<file path="src/rtl/pifo_stfq_rank.sv">
// pifo_stfq_rank
//   Start-Time Fair Queueing rank stage that sits in front of pifo_base.
//   Each packet is ranked with start = max(vtime, finish[flow]). The flow's
//   finish time then advances by the packet cost and saturates at
//   MAX_PRIORITY-1. Virtual time follows the priorities that the PIFO
//   dequeues. A single output register holds the ranked packet until the
//   PIFO takes it.
//
// Optional feature (macro STFQ_WEIGHT_EN):
//   Adds a 3-bit shift per flow that is written through the cfg port.
//   The cost becomes len >> shift[flow], so a larger shift gives the flow
//   a heavier weight.
//
// Ports
//   clk, reset         clock, asynchronous active-high reset
//   i__pkt_*           upstream packet (valid/ready with o__pkt_ready)
//   o__rank_*          ranked packet towards the PIFO enqueue port
//   i__rank_ready      PIFO enqueue ready
//   i__deq_valid/prio  dequeue feedback that advances virtual time
//   i__cfg_*           per-flow shift write (STFQ_WEIGHT_EN only)
//   i__clear_all       synchronous flush, issued together with the PIFO clear
module pifo_stfq_rank #(
  parameter int NUM_FLOWS    = 8,
  parameter int MAX_PRIORITY = 256,
  parameter int DATA_WIDTH   = 8,
  parameter int LEN_WIDTH    = 8,
  localparam int FLOW_WIDTH  = $clog2(NUM_FLOWS),
  localparam int PRIO_WIDTH  = $clog2(MAX_PRIORITY)
) (
  input  logic                  clk,
  input  logic                  reset,
  input  logic                  i__pkt_valid,
  input  logic [FLOW_WIDTH-1:0] i__pkt_flow_id,
  input  logic [LEN_WIDTH-1:0]  i__pkt_len,
  input  logic [DATA_WIDTH-1:0] i__pkt_data,
  output logic                  o__pkt_ready,
  output logic                  o__rank_valid,
  output logic [PRIO_WIDTH-1:0] o__rank_priority,
  output logic [DATA_WIDTH-1:0] o__rank_data,
  input  logic                  i__rank_ready,
  input  logic                  i__deq_valid,
  input  logic [PRIO_WIDTH-1:0] i__deq_priority,
`ifdef STFQ_WEIGHT_EN
  input  logic                  i__cfg_wr_valid,
  input  logic [FLOW_WIDTH-1:0] i__cfg_flow_id,
  input  logic [2:0]            i__cfg_shift,
`endif
  input  logic                  i__clear_all
);

  // The extra bit on the sum keeps the carry, so saturation can always
  // detect an overflow.
  localparam int SUM_WIDTH = PRIO_WIDTH + LEN_WIDTH + 1;
  localparam logic [SUM_WIDTH-1:0]  RANK_MAX_W = SUM_WIDTH'(MAX_PRIORITY - 1);
  localparam logic [PRIO_WIDTH-1:0] RANK_MAX   = PRIO_WIDTH'(MAX_PRIORITY - 1);

  logic [PRIO_WIDTH-1:0] finish_q [NUM_FLOWS];
  logic [PRIO_WIDTH-1:0] vtime_q, vtime_d;
  logic                  rank_valid_q, rank_valid_d;
  logic [PRIO_WIDTH-1:0] rank_prio_q, rank_prio_d;
  logic [DATA_WIDTH-1:0] rank_data_q, rank_data_d;

  logic                  accept;
  logic [PRIO_WIDTH-1:0] finish_sel;
  logic [PRIO_WIDTH-1:0] start;
  logic [LEN_WIDTH-1:0]  inc;
  logic [SUM_WIDTH-1:0]  sum;
  logic [PRIO_WIDTH-1:0] finish_new;

`ifdef STFQ_WEIGHT_EN
  logic [2:0] shift_q [NUM_FLOWS];

  // Per-flow weight shifts. Only the async reset clears them; a flush keeps
  // the configuration. An accept in the same cycle still sees the old value.
  always_ff @(posedge clk or posedge reset) begin
    if (reset) begin
      for (int f = 0; f < NUM_FLOWS; f++) shift_q[f] <= '0;
    end else if (i__cfg_wr_valid) begin
      shift_q[i__cfg_flow_id] <= i__cfg_shift;
    end
  end
`endif

  // Handshake and rank arithmetic. The rank is taken from the registered
  // vtime, so a dequeue in the same cycle only affects later packets.
  always_comb begin
    o__pkt_ready = ~reset & ~i__clear_all & (~rank_valid_q | i__rank_ready);
    accept       = i__pkt_valid & o__pkt_ready;
    finish_sel   = finish_q[i__pkt_flow_id];
    start        = (finish_sel > vtime_q) ? finish_sel : vtime_q;
`ifdef STFQ_WEIGHT_EN
    inc          = i__pkt_len >> shift_q[i__pkt_flow_id];
`else
    inc          = i__pkt_len;
`endif
    sum          = SUM_WIDTH'(start) + SUM_WIDTH'(inc);
    finish_new   = (sum > RANK_MAX_W) ? RANK_MAX : sum[PRIO_WIDTH-1:0];
  end

  // Next state for the output entry and virtual time. A flush overrides
  // everything else in the cycle. An accept refills the entry in the same
  // cycle that the PIFO drains it.
  always_comb begin
    vtime_d      = vtime_q;
    rank_valid_d = rank_valid_q;
    rank_prio_d  = rank_prio_q;
    rank_data_d  = rank_data_q;
    if (i__deq_valid && (i__deq_priority > vtime_q)) vtime_d = i__deq_priority;
    if (i__rank_ready) rank_valid_d = 1'b0;
    if (accept) begin
      rank_valid_d = 1'b1;
      rank_prio_d  = start;
      rank_data_d  = i__pkt_data;
    end
    if (i__clear_all) begin
      rank_valid_d = 1'b0;
      vtime_d      = '0;
    end
  end

  // Output register and virtual time.
  always_ff @(posedge clk or posedge reset) begin
    if (reset) begin
      vtime_q      <= '0;
      rank_valid_q <= 1'b0;
      rank_prio_q  <= '0;
      rank_data_q  <= '0;
    end else begin
      vtime_q      <= vtime_d;
      rank_valid_q <= rank_valid_d;
      rank_prio_q  <= rank_prio_d;
      rank_data_q  <= rank_data_d;
    end
  end

  // Finish-time table. The accept path is disabled while a flush is active,
  // so the clear branch never competes with a table write.
  always_ff @(posedge clk or posedge reset) begin
    if (reset) begin
      for (int f = 0; f < NUM_FLOWS; f++) finish_q[f] <= '0;
    end else if (i__clear_all) begin
      for (int f = 0; f < NUM_FLOWS; f++) finish_q[f] <= '0;
    end else if (accept) begin
      finish_q[i__pkt_flow_id] <= finish_new;
    end
  end

  assign o__rank_valid    = rank_valid_q;
  assign o__rank_priority = rank_prio_q;
  assign o__rank_data     = rank_data_q;

endmodule

</file>
<file path="config.mk">
export PLATFORM = sky130hd
export DESIGN_NAME = pifo_stfq_rank
export DESIGN_NICKNAME = d
export VERILOG_FILES = /design/src/rtl/pifo_stfq_rank.sv
export SDC_FILE = /design/constraint.sdc
export NUM_CORES = 1
export LEC_CHECK = 0
export ABC_AREA = 1
export BUFFER_PORTS_ARGS = -buffer_cell sky130_fd_sc_hd__buf_2
export CORE_AREA = 2 2 139 141
export CTS_CLUSTER_SIZE = 12
export DETAILED_ROUTE_END_ITERATION = 10
export DIE_AREA = 0 0 141 143
export PLACE_DENSITY_LB_ADDON = 0.25
export SYNTH_ARGS = -nofsm -noshare
export SYNTH_HDL_FRONTEND = slang
export SYNTH_SLANG_ARGS = --single-unit
</file>
<file path="constraint.sdc">
create_clock -name clk -period 10.05 [get_ports clk]
set_input_delay 1.5075 -clock clk [delete_from_list [all_inputs] [get_ports clk]]
set_output_delay 1.5075 -clock clk [all_outputs]
set_load 0.01 [all_outputs]
</file>
# == Yosys cells after proc, flatten, opt, wreduce, memory -nomap -nowiden ==
# Cells that the tools add are included.
# word_totals
out_inout_bits,18
register_bits,89
in_bits,33
elab_cells,46
# op_classes
n_bitwise,8
n_lt_le_gt_ge,5
add_sub_neg,1
n_reduce_logical,5
mux,15
# op_table
operator,n
64-bit two-way mux,2
64-bit bitwise mux,1
8-bit two-way mux,7
8-bit binary-select mux with 3-bit select,1
8-bit demux with 3-bit select,1
8-bit > comparator,2
8-bit by 8-bit adder with 9-bit output,1
9-bit by 8-bit > comparator with 1-bit output (second input constant),1
4-bit >= comparator (second input constant),1
4-bit by 1-bit less-than comparator with 1-bit output (second input constant),1
3-bit inverter with 4-bit output,1
2-bit nonzero test,2
1-bit AND,3
1-bit two-way mux,3
1-bit inverter,3
3-bit nonzero test,1
1-bit logical AND,2
1-bit bitwise OR,1

# == Logic depth before layout (Yosys ltp) ==
# Gate-level depths: netlist of run 1.
# logic_depth
depth_word,12
ltp_mapped,30
mapped_depth_nobuf,28

# == Worst setup path after synthesis of run 1 ==
# Ideal clock, no wire load.
# synth_timing
path_kind,input-to-reg
startpoint,input port i__pkt_flow_id[0]
endpoint,register finish_q[24] in the netlist's numbering
setup_time_ns,0.118
n_path_buf,2
setup_slack_ns,4.968
t_required_ns,9.932
cell_stages,24
arrival_ns,4.964
path_cell_list,buf_2 clkbuf_1 or2_2 nand3_1 nand2_1 a21oi_1 inv_1 ha_1 nand2_1 nor2_1 nand4_1 nand2_1 nand2_1 and2_1 ha_1 fa_1 nand3_1 nand2_1 nand2_1 nand2_1 a21oi_2 nand2_1 nand2_1 nand2_1
# synth_between
elab_chain_cells,12
elab_cells_between_ends,17
cone_classes,add/sub (1); order compare (4); mux (10); bitwise (1); reduce/logical (1)
# synth_lines
element,line_no,text
from (decl),33,"input logic [FLOW_WIDTH-1:0] i__pkt_flow_id,"
3-bit inverter with 4-bit output (not written as such) (*),89,finish_sel = finish_q[i__pkt_flow_id];
8-bit binary-select mux with 3-bit select (*),89,
8-bit two-way mux (not written as such) (*) (2 in a row),89,
8-bit > comparator,90,start = (finish_sel > vtime_q) ? finish_sel : vtime_q;
8-bit two-way mux (*),90,
via start[0],65,logic [PRIO_WIDTH-1:0] start;
8-bit by 8-bit adder with 9-bit output (*),96,sum = SUM_WIDTH'(start) + SUM_WIDTH'(inc);
9-bit by 8-bit > comparator with 1-bit output,97,finish_new = (sum > RANK_MAX_W) ? RANK_MAX : sum[PRIO_WIDTH-1:0];
8-bit two-way mux (*),97,
64-bit bitwise mux (*),144,finish_q[i__pkt_flow_id] <= finish_new;
64-bit two-way mux (*),143,end else if (accept) begin
64-bit two-way mux (*),141,end else if (i__clear_all) begin
"to (signal, indexed assignment)",144,
to (decl),57,logic [PRIO_WIDTH-1:0] finish_q [NUM_FLOWS];
# The timed path passes the listed nets; every way through them passes the cells marked *. The select of a mux whose other input is x is not followed.
# A chain may end at the register's enable or synchronous reset.

# == Worst setup path after layout of run 1 ==
# layout_timing
startpoint,input port i__pkt_flow_id[0]
endpoint,register finish_q[10] in the netlist's numbering
# Same word-level chain as after synthesis.

==> reports/metrics.yaml, run 1 <==
status: "complete, no violations"
worst_slack_ns: 3.479
hpwl_um: 10650
p_switching_uw: 442.1
holdPathEnd: "o__rank_data[7]"
synth.most_common_cell: "nand2_1"
hold_class: "reg2reg"
cp-start-kind: "input pin"
grt_pass1_vias: 4399
post_cts_buffers: 0
final_core_util_pct: 31.89
async_flop_share_pct: 100.0
place.port_buffers: 50
cts.clk_slew.worst_paths_ns: 0.07
cts_sinks: 89
rows: 50
seqPwrFrac_pct: 35.5
vias_per_cell: 4.514
tightest_slew_ns: 1.029
root_buffer: "clkbuf_16"
h-tree-depth: 3
drive_gt1_share_pct: 12.29
drc: 0
holdWs_ns: 0.4687
antenna_left: 0
dr.pass1.iters: 4
worstSetupPathType: "in2reg"
grt_start_max_net_pins: 68
switching_share_pct: 38.67
end_kind: "flip-flop"
cts_resized: 0
fillerInstances: 2005
grt_pass1_wl_um: 24080
timing.rr.end: "finish_q[10]"
ir_worst_vdd_v: 0.0001068
clkPwrFrac_pct: 30.9
clk_latency_ns: 0.35
syn_area_per_cell_um2: 7.240
synth_warnings: 0
fin_tns_setup_ns: 0
cp_max_fo: 33
synth-seq-area-share_pct: 43.27
crit_arrival_ns: 6.81
synth_commonest_cells: "nand2_1 (360), dfrtp_1 (89), inv_1 (65)"
netlist_area_um2: 5147
syn_to_final_growth_pct: 15.09
final_cell_count_no_fill: 999
syn_inst: 711
cts-hold-fix-buffers: 0
max-cap-violations: 0
synthFlopType: "dfrtp_1"
chipWidth_um: 141
insertedDiodeCount: 0
initial_core_util_pct: 27.70
r2r_start: "finish_q[61]"
p_int_uw: 701.1
place_ws_ns: 3.225
syn_nets: 770
overflow: 0
layout.nets: 819
synth_top_cell_area_share_pct: 43.27
vias: 4509
wl_um: 14890
dp.cells: 983
regToRegSetupSlack_ns: 5.42
multiInputGateArea_um2: 2575
holdPathStages: 2
period_needed_ns: 6.571
wl_per_cell_um: 14.91
fin_worst_skew_ns: 0.006810
rsz0062_at_grt: "no"
coreArea_um2: 18580
hold_viol_final: 0
die_area_um2: 20160
cts_tree: "done"
antenna_found_initial: 0
synthTopCellsByArea: "dfrtp_1 (43%), nand2_1 (26%), ha_1 (6.1%), nand3_1 (6.0%), inv_1 (4.7%)"
synth_edf_count: 0
die_y_um: 143
routabilityCongestion: 0.8272
min_from: "o__rank_data[7]"
fmax_mhz: 152.2
synth_area_leader_cell: "dfrtp_1"
leakage_uw: 0.003331
r2r_cells: 22
ys_types: 30
clk_path_buf_depth: 2
synth_seq_cells: 89
cts_made_buffers: 9
crit_required_ns: 10.29
max_slew_margin_pct: 31.35
slew_violations: 0
grt_usage_pct: 15.57
power_density_nw_per_um2: 193.0
setup_violations: 0
io_pins: 51
power.share.combinational_pct: 33.6
dr.first_iter.drc_count: 303
seq_area_um2: 2227
finalCritPeriodShare_pct: 65.38
==> state kept, by name (all words and copies together) (netlist names) <==
register and flops:
o__rank_valid 1, vtime_q 8, o__rank_data 8, finish_q 64, o__rank_priority 8
==> worst max path at each step <==
stage / startpoint / to / cells after the start
final: i__pkt_flow_id[0] / finish_q[10] / 24
after detailed placement: i__pkt_flow_id[0] / finish_q[10] / 24
after CTS: i__pkt_flow_id[0] / finish_q[31] / 24
after global placement: i__pkt_flow_id[0] / finish_q[10] / 24
after floorplan: i__pkt_flow_id[0] / finish_q[24] / 24
after global routing: i__pkt_flow_id[0] / finish_q[16] / 24
==> critical path, stage by stage <==
cell,delay [ns]
buf_2,0.29
inv_1,0.83
nor2_1,0.32
nand2_1,0.13
nand3_1,0.09
nor2_1,0.24
inv_1,0.07
ha_1,0.29
nand2_1,0.07
nor2_1,0.14
nand4_1,0.32
nand2_1,0.36
nand2_1,0.10
and2_1,0.15
ha_1,0.20
fa_1,0.41
nand3_1,0.09
nand2_1,0.08
nand2_1,0.09
nand2_1,0.08
a21oi_2,0.34
nand2_1,0.38
nand2_1,0.16
nand2_1,0.06
==> cell type report <==
cell class,count,share of cell area (%)
Clock buffer,10,4.034
Clock inverter,6,1.098
Inverter,69,4.393
Multi-Input combinational cell,539,43.46
Sequential cell,89,37.59
Tap cell,234,4.942
Timing Repair Buffer,52,4.477
==> placed cells by master (no fill, tap or decap), drive strengths merged, types with 5 or more instances in the layout <==
cell type  instances
nand2            362
dfrtp             89
inv               68
nand3             62
buf               52
nor2              32
ha                25
a21oi             19
nand4             15
clkbuf            10
and2               9
clkinv             5
==> per-layer routing <==
layer	routed length, um	vias to the layer above	track usage (%)
met2	6832	73	23.88
met1	7307	2105	22.22
met4	239	0	5.632
met3	512	13	2.482
met5	0	-	0
li1	-	2318	-
==> power by group through the flow <==
stage / Combinational (uW) / Clock (uW) / Sequential [uW]
after detailed placement: 387 / 0 / 412
after global routing: 436 / 375 / 410
after floorplan: 245 / 0 / 419
after CTS: 388 / 360 / 406
final: 384 / 353 / 406
after global placement: 389 / 0 / 413
==> cell families after synthesis <==
kind of cell    synth area share (%)
compound gates                 3.209
xor+xnor                      0.5105
fa+ha+maj                      6.466
buf+inv                        6.709
flops                          43.27
simple gates                   39.84
==> through the flow <==
stage / instance area, um^2 / total power [uW]
floorplan: 5147 / 663.4
global placement: 5620 / 802.6
detailed placement: 5620 / 798.8
CTS: 5924 / 1155
global route: 5924 / 1220
finish: 5924 / 1143
(Power assumes the default switching activity.)
==> inputs of run 2 (changes only) <==
==> constraint.sdc (replaced) <==
create_clock -name clk -period 5.6 [get_ports clk]
set_input_delay 0.84 -clock clk [delete_from_list [all_inputs] [get_ports clk]]
set_output_delay 0.84 -clock clk [all_outputs]
set_load 0.01 [all_outputs]
==> reports/metrics.yaml, run 2 (synthesis gave the netlist of run 1 again) <==
status: "complete, no violations"
place_ws_ns: 0.2075  # -3.017 ns
antenna_left: 0  # unchanged
max-cap-violations: 0  # unchanged
die_area_um2: 20160  # unchanged
placedInstanceArea_um2: 5673  # +0.93%
hpwl_um: 11130  # +4.5%
slew_violations: 0  # unchanged
cpPeakStageDelay_ns: 0.41  # -0.42 ns
vias: 4582  # +1.6%
syn_to_final_growth_pct: 15.58
root_buffer: "clkbuf_16"
grt_usage_pct: 15.68  # +0.11 points
largest_reg_flops: 64  # unchanged
crit_family: "simple AND/OR/NAND/NOR gates"
die_y_um: 143  # unchanged
period_needed_ns: 5.021
power_density_nw_per_um2: 338.1  # +75%
dr.first_iter.drc_count: 469  # +55%
regMostFlops: "finish_q"
cp_num_buf_inv: 2  # -1
worstSetupPathType: "in2reg"
dr.pass1.iters: 5  # +1
cts_resized: 0  # unchanged
crit_required_ns: 5.84  # -4.45 ns
worst_slack_ns: 0.5786  # -2.901 ns
r2r_start: "finish_q[61]"
cpMaxStageDelayCell: "nor2_1"
finalInstanceArea_um2: 5949  # +0.42%
fin_tns_setup_ns: 0  # unchanged
hold_viol_final: 0  # unchanged
cp_max_fo: 12  # -64%
crit_arrival_ns: 5.27  # -1.54 ns
cts-hold-fix-buffers: 0  # unchanged
io_pins: 51  # unchanged
place.port_buffers: 50  # unchanged
wl_per_cell_um: 15.07  # +1.1%
antenna_found_initial: 0  # unchanged
fin_worst_skew_ns: 0.005480  # -0.001331 ns
cts.clk_slew.worst_paths_ns: 0.06  # about the same
h-tree-depth: 3  # unchanged
crit_start: "i__pkt_flow_id[2]"
insertedDiodeCount: 0  # unchanged
end_kind: "flip-flop"
holdWs_ns: 0.4663  # -0.002453 ns
tightest_slew_ns: 0.9150  # -0.1136 ns
clk_path_buf_depth: 2  # unchanged
ir_worst_vdd_v: 0.0001547  # +45%
layout.nets: 826  # +0.85%
grt_start_max_net_pins: 51  # -25%
min_from: "o__rank_data[3]"
routabilityCongestion: 0.8206  # -0.80%
wl_um: 15160  # +1.8%
rsz0062_at_grt: "no"
cp-start-kind: "input pin"
overflow: 0  # unchanged
cts_sinks: 89  # unchanged
hold_class: "reg2reg"
drc: 0  # unchanged
layout_commonest_cell: "nand2_1"
grt_pass1_wl_um: 24180  # +0.40%
coreArea_um2: 18580  # unchanged
cp_cell_sequence: "buf_2 -> nand2_1 -> nor2_1 -> nand2_1 -> nand3_1 -> nor2_1 -> inv_1 -> ha_1 -> a21o_1 -> nor2_1 -> nand2_1 -> nand2_1 -> nand2_1 -> and2_1 -> ha_1 -> fa_1 -> nand3_1 -> nand2_1 -> nand2_1 -> nand2_1 -> a21oi_2 -> nand2_1 -> nand2_1 -> nand2_1"
post_cts_buffers: 0  # unchanged
mostFrequentLayoutCells: "nand2_1 (360), dfrtp_1 (89), inv_1 (64), nand3_1 (62), buf_2 (50)"
grt_pass1_vias: 4387  # -0.27%
vias_per_cell: 4.555  # +0.91%
initial_core_util_pct: 27.70  # unchanged
path_common_cell: "nand2_1"
fmax_mhz: 199.1
finalCritPeriodShare_pct: 89.67
clk_latency_ns: 0.35  # about the same
drive_gt1_share_pct: 12.69  # +0.41 points
cts_made_buffers: 9  # unchanged
max_slew_margin_pct: 38.93  # +7.6 points
chipWidth_um: 141  # unchanged
cts_tree: "done"
setup_violations: 0  # unchanged
rows: 50  # unchanged
leakage_uw: 0.003349  # +0.54%
[run 2: cell types whose count changed in the layout (fill, tap and decap cells not counted), sizes merged]
cell | previous run | this run
inv | 68 | 67
buf | 52 | 59
clkbuf | 10 | 14
bufinv | 1 | 0
clkinv | 5 | 3
[run 2: final cells by class]
class                      count  area, um^2
fill                        2032       12630
sequential                    89        2227
multi-input combinational    539        2575
clock buffer                  14       264.0
tap                          234       292.8
clock inverter                 2       12.51
timing repair buffer          59       317.8
inverter                      69       260.3
[run 2: final timing paths]
| kind | to | slack [ns] | cells past startpoint |
|---|---|---|---|
| max reg2reg | finish_q[28] | 1.11 | 23 |
| max in group asynchronous | finish_q[55] | 3.84 | 3 |
| min in group asynchronous | vtime_q[0] | 0.68 | 2 |
| max | finish_q[28] | 0.58 | 24 |
| min | o__rank_data[3] | 0.47 | 2 |
| min reg2reg | o__rank_data[3] | 0.47 | 2 |
[run 2: metal layers]
metal / wire length (um) / vias up / global-route usage (%) / part of all wire (%)
met3: 587 / 15 / 3.152 / 3.9
met2: 7135 / 89 / 25.24 / 47
li1: - / 2331 / - / -
met1: 7187 / 2147 / 21.00 / 47
met5: 0 / - / 0 / 0
met4: 247 / 0 / 5.684 / 1.6
[run 2: power breakdown]
part | switching, uW | internal [uW]
logic | 490 | 207
registers | 30.7 | 698
clock network | 260 | 325
[run 2: stage by stage]
stage,total power [uW],utilization [%],cells
after global routing,2145,32.02,1006
after detailed placement,1442,30.53,990
after floorplan,1191,-,711
after global placement,1444,30.53,990
after CTS,2036,32.02,1006
final,2011,32.02,1006
[run 2: worst min-delay path, delay by kind of cell (launching register included)]
kind / cells / cell delay, ns
DFF: 1 / 0.34
and+or+nand+nor: 2 / 0.10
